<file path="config.mk">
export PLATFORM = sky130hd
export DESIGN_NAME = multicycle_control
export DESIGN_NICKNAME = d
export VERILOG_FILES = /design/src/rtl/mips_ctrl_pkg.sv /design/src/rtl/mc_ctrl_outdec.sv /design/src/rtl/multicycle_control.sv
export SDC_FILE = /design/constraint.sdc
export NUM_CORES = 1
export LEC_CHECK = 0
export CORE_UTILIZATION = 39
export CTS_CLUSTER_SIZE = 40
export DETAILED_ROUTE_END_ITERATION = 8
export PLACE_DENSITY = 0.77
export SLEW_MARGIN = 5
export SYNTH_ARGS = -nofsm -noshare
export SYNTH_HDL_FRONTEND = slang
export SYNTH_SLANG_ARGS = --single-unit
</file>
<file path="constraint.sdc">
create_clock -name clk -period 1.9 [get_ports clk]
set_clock_uncertainty 0.05 [all_clocks]
set_input_delay 0.19 -clock clk [delete_from_list [all_inputs] [get_ports clk]]
set_output_delay 0.19 -clock clk [all_outputs]
set_load 0.01 [all_outputs]
</file>
<file path="src/rtl/mips_ctrl_pkg.sv">
// Shared definitions for the multi-cycle MIPS main control unit.
//   - opcode encodings decoded in DECODE
//   - FSM state encoding (13 used codes out of 16)
//   - alu_op, alu_src_b and pc_source field encodings
//   - ctrl_t: the full control word produced by mc_ctrl_outdec
package mips_ctrl_pkg;

  localparam int unsigned OP_BITS  = 6;
  localparam int unsigned AOP_BITS = 2;
  localparam int unsigned ST_BITS  = 4;

  localparam logic [OP_BITS-1:0] OP_RTYPE = 6'b000000;
  localparam logic [OP_BITS-1:0] OP_LW    = 6'b100011;
  localparam logic [OP_BITS-1:0] OP_SW    = 6'b101011;
  localparam logic [OP_BITS-1:0] OP_BEQ   = 6'b000100;
  localparam logic [OP_BITS-1:0] OP_J     = 6'b000010;
  localparam logic [OP_BITS-1:0] OP_ADDI  = 6'b001000;

  localparam logic [AOP_BITS-1:0] ALU_ADD   = 2'b00;
  localparam logic [AOP_BITS-1:0] ALU_SUB   = 2'b01;
  localparam logic [AOP_BITS-1:0] ALU_FUNCT = 2'b10;

  localparam logic [1:0] SRCB_RT      = 2'b00;
  localparam logic [1:0] SRCB_FOUR    = 2'b01;
  localparam logic [1:0] SRCB_IMM     = 2'b10;
  localparam logic [1:0] SRCB_IMM_SH2 = 2'b11;

  localparam logic [1:0] PCSRC_ALU    = 2'b00;
  localparam logic [1:0] PCSRC_ALUOUT = 2'b01;
  localparam logic [1:0] PCSRC_JUMP   = 2'b10;
  localparam logic [1:0] PCSRC_TRAP   = 2'b11;

  typedef enum logic [ST_BITS-1:0] {
    StFetch  = 4'd0,
    StDecode = 4'd1,
    StMemAdr = 4'd2,
    StMemRd  = 4'd3,
    StMemWb  = 4'd4,
    StMemWr  = 4'd5,
    StExec   = 4'd6,
    StAluWb  = 4'd7,
    StBranch = 4'd8,
    StJump   = 4'd9,
    StAddiEx = 4'd10,
    StAddiWb = 4'd11,
    StExc    = 4'd12
  } state_e;

  typedef struct packed {
    logic                pc_write;
    logic                pc_write_cond;
    logic                i_or_d;
    logic                mem_read;
    logic                mem_write;
    logic                ir_write;
    logic                mem_to_reg;
    logic                reg_dst;
    logic                reg_write;
    logic                alu_src_a;
    logic [1:0]          alu_src_b;
    logic [AOP_BITS-1:0] alu_op;
    logic [1:0]          pc_source;
    logic                exception;
  } ctrl_t;

  localparam int unsigned CTRL_W = $bits(ctrl_t);

  // lw and sw share the address-calculation step.
  function automatic logic is_mem_op(logic [OP_BITS-1:0] op);
    return (op == OP_LW) || (op == OP_SW);
  endfunction

endpackage

</file>
<file path="src/rtl/mc_ctrl_outdec.sv">
// Combinational state -> control word decode for multicycle_control.
// Moore decode of the state, except ir_write/pc_write in FETCH, which only fire
// in the cycle memory delivers the instruction.
// Optional feature macro: MC_CTRL_EXC_EN (decodes the trap state).
// Ports:
//   state      in  current FSM state
//   mem_ready  in  memory access completes this cycle
//   ctrl       out packed ctrl_t control word
module mc_ctrl_outdec
  import mips_ctrl_pkg::*;
(
  input  logic [ST_BITS-1:0] state,
  input  logic               mem_ready,
  output logic [CTRL_W-1:0]  ctrl
);

  ctrl_t c;

  always_comb begin
    c = '0;
    case (state)
      StFetch: begin
        c.mem_read  = 1'b1;
        c.alu_src_b = SRCB_FOUR;
        c.alu_op    = ALU_ADD;
        c.ir_write  = mem_ready;
        c.pc_write  = mem_ready;
      end
      StDecode: begin
        // Branch target computed speculatively while the opcode is decoded.
        c.alu_src_b = SRCB_IMM_SH2;
        c.alu_op    = ALU_ADD;
      end
      StMemAdr: begin
        c.alu_src_a = 1'b1;
        c.alu_src_b = SRCB_IMM;
        c.alu_op    = ALU_ADD;
      end
      StMemRd: begin
        c.mem_read = 1'b1;
        c.i_or_d   = 1'b1;
      end
      StMemWb: begin
        c.reg_write  = 1'b1;
        c.mem_to_reg = 1'b1;
      end
      StMemWr: begin
        c.mem_write = 1'b1;
        c.i_or_d    = 1'b1;
      end
      StExec: begin
        c.alu_src_a = 1'b1;
        c.alu_src_b = SRCB_RT;
        c.alu_op    = ALU_FUNCT;
      end
      StAluWb: begin
        c.reg_dst   = 1'b1;
        c.reg_write = 1'b1;
      end
      StBranch: begin
        c.alu_src_a     = 1'b1;
        c.alu_op        = ALU_SUB;
        c.pc_write_cond = 1'b1;
        c.pc_source     = PCSRC_ALUOUT;
      end
      StJump: begin
        c.pc_write  = 1'b1;
        c.pc_source = PCSRC_JUMP;
      end
      StAddiEx: begin
        c.alu_src_a = 1'b1;
        c.alu_src_b = SRCB_IMM;
        c.alu_op    = ALU_ADD;
      end
      StAddiWb: begin
        c.reg_write = 1'b1;
      end
`ifdef MC_CTRL_EXC_EN
      StExc: begin
        c.exception = 1'b1;
        c.pc_write  = 1'b1;
        c.pc_source = PCSRC_TRAP;
      end
`endif
      default: c = '0;
    endcase
  end

  assign ctrl = c;

endmodule

</file>
<file path="src/rtl/multicycle_control.sv">
// Multi-cycle MIPS main control unit: Moore FSM sequencing fetch, decode,
// execute, memory and writeback over a shared memory and a single ALU, with
// memory wait-states via mem_ready and addi support.
// Optional feature macro: MC_CTRL_EXC_EN -- illegal opcodes trap through an
// EXC state (exception=1, pc_write=1, pc_source=11); otherwise they return to
// FETCH and exception stays 0.
// Ports:
//   clk, reset       clock (rising edge), asynchronous active-high reset
//   opcode           IR[31:26], valid from DECODE onward
//   mem_ready        memory access completes this cycle
//   pc_write .. exception  datapath enables and mux selects (all 0 in reset)
module multicycle_control
  import mips_ctrl_pkg::*;
#(
  parameter int unsigned OPCODE_W = 6,
  parameter int unsigned ALUOP_W  = 2,
  parameter int unsigned STATE_W  = 4
) (
  input  logic                clk,
  input  logic                reset,
  input  logic [OPCODE_W-1:0] opcode,
  input  logic                mem_ready,
  output logic                pc_write,
  output logic                pc_write_cond,
  output logic                i_or_d,
  output logic                mem_read,
  output logic                mem_write,
  output logic                ir_write,
  output logic                mem_to_reg,
  output logic                reg_dst,
  output logic                reg_write,
  output logic                alu_src_a,
  output logic [1:0]          alu_src_b,
  output logic [ALUOP_W-1:0]  alu_op,
  output logic [1:0]          pc_source,
  output logic                exception
);

  logic [STATE_W-1:0] state_q, state_d;
  logic [CTRL_W-1:0]  ctrl_word;
  ctrl_t              cw;
  ctrl_t              cw_out;

  always_ff @(posedge clk or posedge reset) begin
    if (reset) begin
      state_q <= StFetch;
    end else begin
      state_q <= state_d;
    end
  end

  always_comb begin
    state_d = StFetch;
    case (state_q)
      StFetch:  state_d = mem_ready ? StDecode : StFetch;
      StDecode: begin
        if (is_mem_op(opcode)) begin
          state_d = StMemAdr;
        end else begin
          case (opcode)
            OP_RTYPE: state_d = StExec;
            OP_BEQ:   state_d = StBranch;
            OP_J:     state_d = StJump;
            OP_ADDI:  state_d = StAddiEx;
`ifdef MC_CTRL_EXC_EN
            default:  state_d = StExc;
`else
            default:  state_d = StFetch;
`endif
          endcase
        end
      end
      // Only lw/sw reach MEMADR, so anything but lw is a store.
      StMemAdr: state_d = (opcode == OP_LW) ? StMemRd : StMemWr;
      StMemRd:  state_d = mem_ready ? StMemWb : StMemRd;
      StMemWb:  state_d = StFetch;
      StMemWr:  state_d = mem_ready ? StFetch : StMemWr;
      StExec:   state_d = StAluWb;
      StAluWb:  state_d = StFetch;
      StBranch: state_d = StFetch;
      StJump:   state_d = StFetch;
      StAddiEx: state_d = StAddiWb;
      StAddiWb: state_d = StFetch;
      default:  state_d = StFetch;  // EXC and unused encodings
    endcase
  end

  mc_ctrl_outdec u_outdec (
    .state     (state_q),
    .mem_ready (mem_ready),
    .ctrl      (ctrl_word)
  );

  assign cw = ctrl_t'(ctrl_word);
  // The state register already sits in FETCH during reset; mask its decode so
  // no memory request leaves the block until reset is released.
  assign cw_out = reset ? '0 : cw;

  assign pc_write      = cw_out.pc_write;
  assign pc_write_cond = cw_out.pc_write_cond;
  assign i_or_d        = cw_out.i_or_d;
  assign mem_read      = cw_out.mem_read;
  assign mem_write     = cw_out.mem_write;
  assign ir_write      = cw_out.ir_write;
  assign mem_to_reg    = cw_out.mem_to_reg;
  assign reg_dst       = cw_out.reg_dst;
  assign reg_write     = cw_out.reg_write;
  assign alu_src_a     = cw_out.alu_src_a;
  assign alu_src_b     = cw_out.alu_src_b;
  assign alu_op        = cw_out.alu_op;
  assign pc_source     = cw_out.pc_source;
  assign exception     = cw_out.exception;

endmodule

</file>
# Word-level counts from Yosys, hierarchy flattened
# Cells that the tools add are included.
[op_classes] n_eq_ne=16 n_mux=21 n_reduce_logical=8
[ops] op="4-bit one-hot mux with 7 select lines" count=1
[ops] op="17-bit two-way mux" count=1
[ops] op="4-bit by 3-bit equality test with 1-bit output (second input constant)" count=4
[ops] op="4-bit equality test (second input constant)" count=4
[ops] op="4-bit one-hot mux with 4 select lines" count=1
[ops] op="6-bit equality test (second input constant)" count=2
[ops] op="1-bit two-way mux" count=10
[ops] op="3-bit two-way mux" count=3
[ops] op="4-bit by 2-bit equality test with 1-bit output (second input constant)" count=2
[ops] op="2-bit one-hot mux with 2 select lines" count=2
[ops] op="6-bit by 2-bit equality test with 1-bit output (second input constant)" count=1
[ops] op="6-bit by 3-bit equality test with 1-bit output (second input constant)" count=1
[ops] op="6-bit by 4-bit equality test with 1-bit output (second input constant)" count=1
[ops] op="6-bit zero test" count=1
[ops] op="2-bit one-hot mux with 3 select lines" count=1
[ops] op="2-bit OR reduction" count=3
[ops] op="4-bit by 1-bit equality test with 1-bit output (second input constant)" count=1
[ops] op="4-bit zero test" count=1
[ops] op="4-bit two-way mux" count=1
[ops] op="4-bit OR reduction" count=1
[ops] op="3-bit OR reduction" count=1
[ops] op="1-bit one-hot mux with 2 select lines" count=1
[ops] op="1-bit logical OR" count=1
[totals] reg_bits=4 in_bits=9 output_inout_bits=17 wordCells=46

# Depth between registers and ports, before layout
[logic_depth] word_depth=4 ltp_mapped=6 ltp_nobuf=3

# Hierarchy
# Synthesis repeated with hierarchy kept, for this count alone.
[hier_totals] cells_unflattened=87 area_unflattened_um2=668.1
[modules_own_cells] mod="multicycle_control" n_inst=1 cells_each=56 area_per_inst_um2=457.9 seq_area_each_um2=100.1
[modules_own_cells] mod="mc_ctrl_outdec" n_inst=1 cells_each=31 area_per_inst_um2=210.2 seq_area_each_um2=0.0

# Least setup slack after synthesis
# Ideal clock, no wire load.
[synth_path] kind="register -> output" from="register state_q[3]" to="output port pc_write" t_arrival_ns=1.504 required_time_ns=1.660 path_slack_ns=0.156 stages_incl_launch_ff=5 path_buffers=1 path_cell_list="dfrtp_1 > buf_2 > nor4_1 > and3b_1 > o21bai_1"
[synth_via] elab_chain_len=3 elab_cells_between_ends=4 cone_classes="eq/ne: 1; mux: 2; reduce/logical: 1"
[synth_lines] item="start, declared" line="multicycle_control.sv:39" text="logic [STATE_W-1:0] state_q, state_d;"
[synth_lines] item="start signal, assigned" line="multicycle_control.sv:46" text="state_q <= StFetch;"
[synth_lines] item="start signal, assigned" line="multicycle_control.sv:48" text="state_q <= state_d;"
[synth_lines] item="4-bit equality test or 4-bit zero test (tied branches)" line="mc_ctrl_outdec.sv:21" text="case (state)"
[synth_lines] item="1-bit one-hot mux with 2 select lines *" line="mc_ctrl_outdec.sv:21"
[synth_lines] item="17-bit two-way mux *" line="multicycle_control.sv:97" text="assign cw_out = reset ? '0 : cw;"
[synth_lines] item="end, declared" line="multicycle_control.sv:23" text="output logic pc_write,"
# Mark *: on every way between the ends. The rest lies on a longest branch, timed or not.

# Worst setup path after layout
[layout_path] from="register state_q[1]" to="output port alu_src_b[1]"
[layout_via] elab_chain_len=4 elab_cells_between_ends=7 cone_classes="eq/ne: 3; mux: 2; reduce/logical: 2"
[layout_lines] item="4-bit by 2-bit equality test with 1-bit output or 4-bit equality test (tied branches)" line="mc_ctrl_outdec.sv:21"
[layout_lines] item="2-bit OR reduction (no line)"
[layout_lines] item="2-bit one-hot mux with 3 select lines *" line="mc_ctrl_outdec.sv:21"
[layout_lines] item="17-bit two-way mux *" line="multicycle_control.sv:97"
[layout_lines] item="end, declared" line="multicycle_control.sv:33" text="output logic [1:0] alu_src_b,"
# Marks and branches as above.

==> results.py <==
metrics = {
    "outcome": {
        "outcome": "complete, no violations",
    },
    "logic_synthesis": {
        "syn_area_per_cell_um2": 7.44,
        "ys_top_cells_by_area": "dfrtp_1 (18%), nor2_1 (6.1%), nor3_1 (5.5%), and4b_1 (3.6%), buf_2 (3.6%)",
        "postSynth.asyncResetShare": 1.00,
        "muxShareOfSynthArea": 0.0205,
        "synth_top_area_frac": 0.182,
        "synth_edf_count": 0,
        "synth_seq_cells": 4,
        "synth_largest_area_cell": "dfrtp_1",
        "post_synth_fa_ha_maj_area_fraction": 0,
        "syn_inst": 74,
        "ys_types": 37,
        "synth_top_family_by_area": "simple AND/OR/NAND/NOR gates",
        "netlist_area_um2": 551,
        "synth_xor_area_frac": 0.0477,
        "yosysWarnings": 0,
        "ys_seq_area_frac": 0.182,
        "synthTopCellsByCount": "nor2_1 (9), nor3_1 (6), buf_2 (4), dfrtp_1 (4), o21ai_0 (4)",
        "yosysMostFrequentCell": "nor2_1",
        "synthSimpleGateAreaFrac": 0.459,
        "ys.flop_type": "dfrtp_1",
        "syn_nets": 83,
        "synth-compound-area-share": 0.180,
    },
    "setup_path": {
        "crit_required_ns": 1.66,
        "slowest_stage": "dfrtp_1",
        "cp_max_fo": 14,
        "crit_type": "flip-flop to primary output",
        "arrival_ns": 1.61,
        "cp_top_family": "buffers and inverters",
        "crit_buf_inv": 3,
        "end_kind": "primary output",
        "start_kind": "flip-flop",
        "slowest_delay_ns": 0.39,
        "crit_chain": "buf_6, buf_4, nand2b_1, o21ai_0, and2_1, dlygate4sd2_1",
    },
    "placement": {
        "io_buffers": 24,
        "dp_hpwl_um": 1150,
        "gp_congestion": 0.803,
    },
    "sta": {
        "period_share": 0.972,
        "period_minus_slack_ns": 1.85,
        "setup_tns_ns": 0,
        "finalHoldWorstSlack_ns": 0.392,
        "hold_viol": 0,
        "fmax_mhz": 541,
        "slew_viol_final": 0,
        "setup_viol": 0,
    },
    "cells_and_area": {
        "regArea_um2": 101,
        "largest_reg_flops": 4,
        "nFillCells": 127,
        "fin_util": 0.692,
        "multi_input_area_um2": 408,
        "largest_registers": "state_q: 4 flops",
        "antenna_cells": 0,
        "drive_gt1_frac": 0.234,
        "syn_to_final_growth_pct": 63.6,
        "nets": 118,
        "largest-register": "state_q",
    },
    "floorplan": {
        "std_cell_rows": 13,
        "start_util": 0.423,
        "dieArea_mm2": 0.00157,
        "core-area_mm2": 0.00130,
        "die_h_um": 39.6,
        "die_w_um": 39.6,
        "pin_count": 26,
    },
    "power": {
        "p_leak_uw": 0.000475,
        "p_total_uw": 372,
        "vdd_drop_max_v": 0.000326,
        "power.density_mw_per_mm2": 413,
    },
    "min_path": {
        "hold_path.class": "input pin to async pin",
    },
    "job": {
        "maxCapViolCount": 0,
    },
    "global_routing": {
        "grt.overflow.total": 0,
        "grt_first_pass_wirelength_um": 2360,
        "grt_max_degree": 16,
        "grt_antenna_before_repair": 0,
        "grt_pass1_vias": 568,
        "grtUsageTotal": 0.225,
    },
    "clock_tree": {
        "insertion_delay_ns": 0.24,
        "cts_setup_buffers": 0,
        "clockRootBuffer": "clkbuf_4",
        "cts_hold_buf": 0,
        "cts.sinks": 4,
        "clock_path_buffers": 2,
        "tritoncts": "done",
        "htreeDepth": 1,
        "path_clk_slew_ns": 0.04,
        "cts_inserted_buffers": 3,
    },
    "routing": {
        "post_drt_wl_per_cell_um": 12.1,
        "viasPerCell": 5.58,
        "ant_nets": 0,
        "vias": 681,
        "wirelength_um": 1480,
        "drt_pass1_iterations": 4,
        "drc_errors": 0,
        "drt_iter0_drc": 12,
    },
}
-- logic make-up after synthesis --
logic type,after synthesis
simple gates,41
compound gates,14
buf+inv,10
flops,4
xor+xnor,3
mux,1
other cells,1
-- worst register-to-register path, delay by kind of cell (launching register included) --
kind	cells	cell delay (ns)
buffers and inverters	1	0.16
AOI/OAI and AO/OA	1	0.12
DFF	1	0.39
and+or+nand+nor	2	0.84
-- stage by stage --
| stage | std cells | cell area (um2) | worst slack (ns) |
|---|---|---|---|
| after floorplan | 74 | 551 | 0.156 |
| after global routing | 122 | 901 | -0.0232 |
| after CTS | 122 | 880 | -0.182 |
| after global placement | 119 | 865 | -0.121 |
| after detailed placement | 119 | 865 | -0.140 |
| final | 122 | 901 | 0.0523 |
-- report_power, final --
part | switching, uW | internal (uW)
combinational | 67.5 | 88.8
clock | 34.7 | 70.6
sequential | 18.7 | 92.1
total | 121 | 252
-- layout make-up --
type / instances / share of cell area
Sequential cell: 4 / 0.112
Timing Repair Buffer: 38 / 0.381
Tap cell: 15 / 0.0208
Inverter: 2 / 0.00833
Clock buffer: 3 / 0.0250
Multi-Input combinational cell: 60 / 0.453
-- placed cells by master, fill, tap and decap left out, drive strengths merged, types with 3 or more instances in the layout --
| cell | n |
|---|---|
| buf | 14 |
| clkbuf | 3 |
| clkdlybuf4s50 | 9 |
| dfrtp | 4 |
| dlygate4sd2 | 11 |
| dlymetal6s2s | 3 |
| nand2b | 3 |
| nor2 | 9 |
| nor3 | 6 |
| o21ai | 4 |
| or3 | 3 |
-- repair_timing --
item | CTS | global route
hold endpoints to repair | 0 | 0
cloned | 0 | 0
gates resized for setup | 15 | 6
endpoints found under the setup margin | 15 | 3
-- metal layers --
metal / routed length, um / part of all wire / global-route usage / vias to the layer above
li1: - / - / - / 345
met1: 674 / 0.46 / 0.271 / 318
met2: 739 / 0.50 / 0.385 / 16
met3: 49 / 0.033 / 0.0170 / 2
met4: 16 / 0.011 / 0.129 / 0
met5: 0 / 0 / 0 / -
-- final timing paths --
| kind | startpoint | endpoint | slack (ns) | cells after the start |
|---|---|---|---|---|
| max | state_q[1] | alu_src_b[1] | 0.05 | 6 |
| min | reset | state_q[1] | 0.39 | 4 |
| max reg2reg | state_q[1] | state_q[3] | 0.22 | 4 |
| min reg2reg | state_q[2] | state_q[3] | 0.70 | 2 |
| max in group asynchronous | reset | state_q[0] | 1.30 | 4 |
| min in group clk | opcode[4] | state_q[3] | 0.68 | 3 |
No activity file was read; power rests on OpenSTA's default activity.
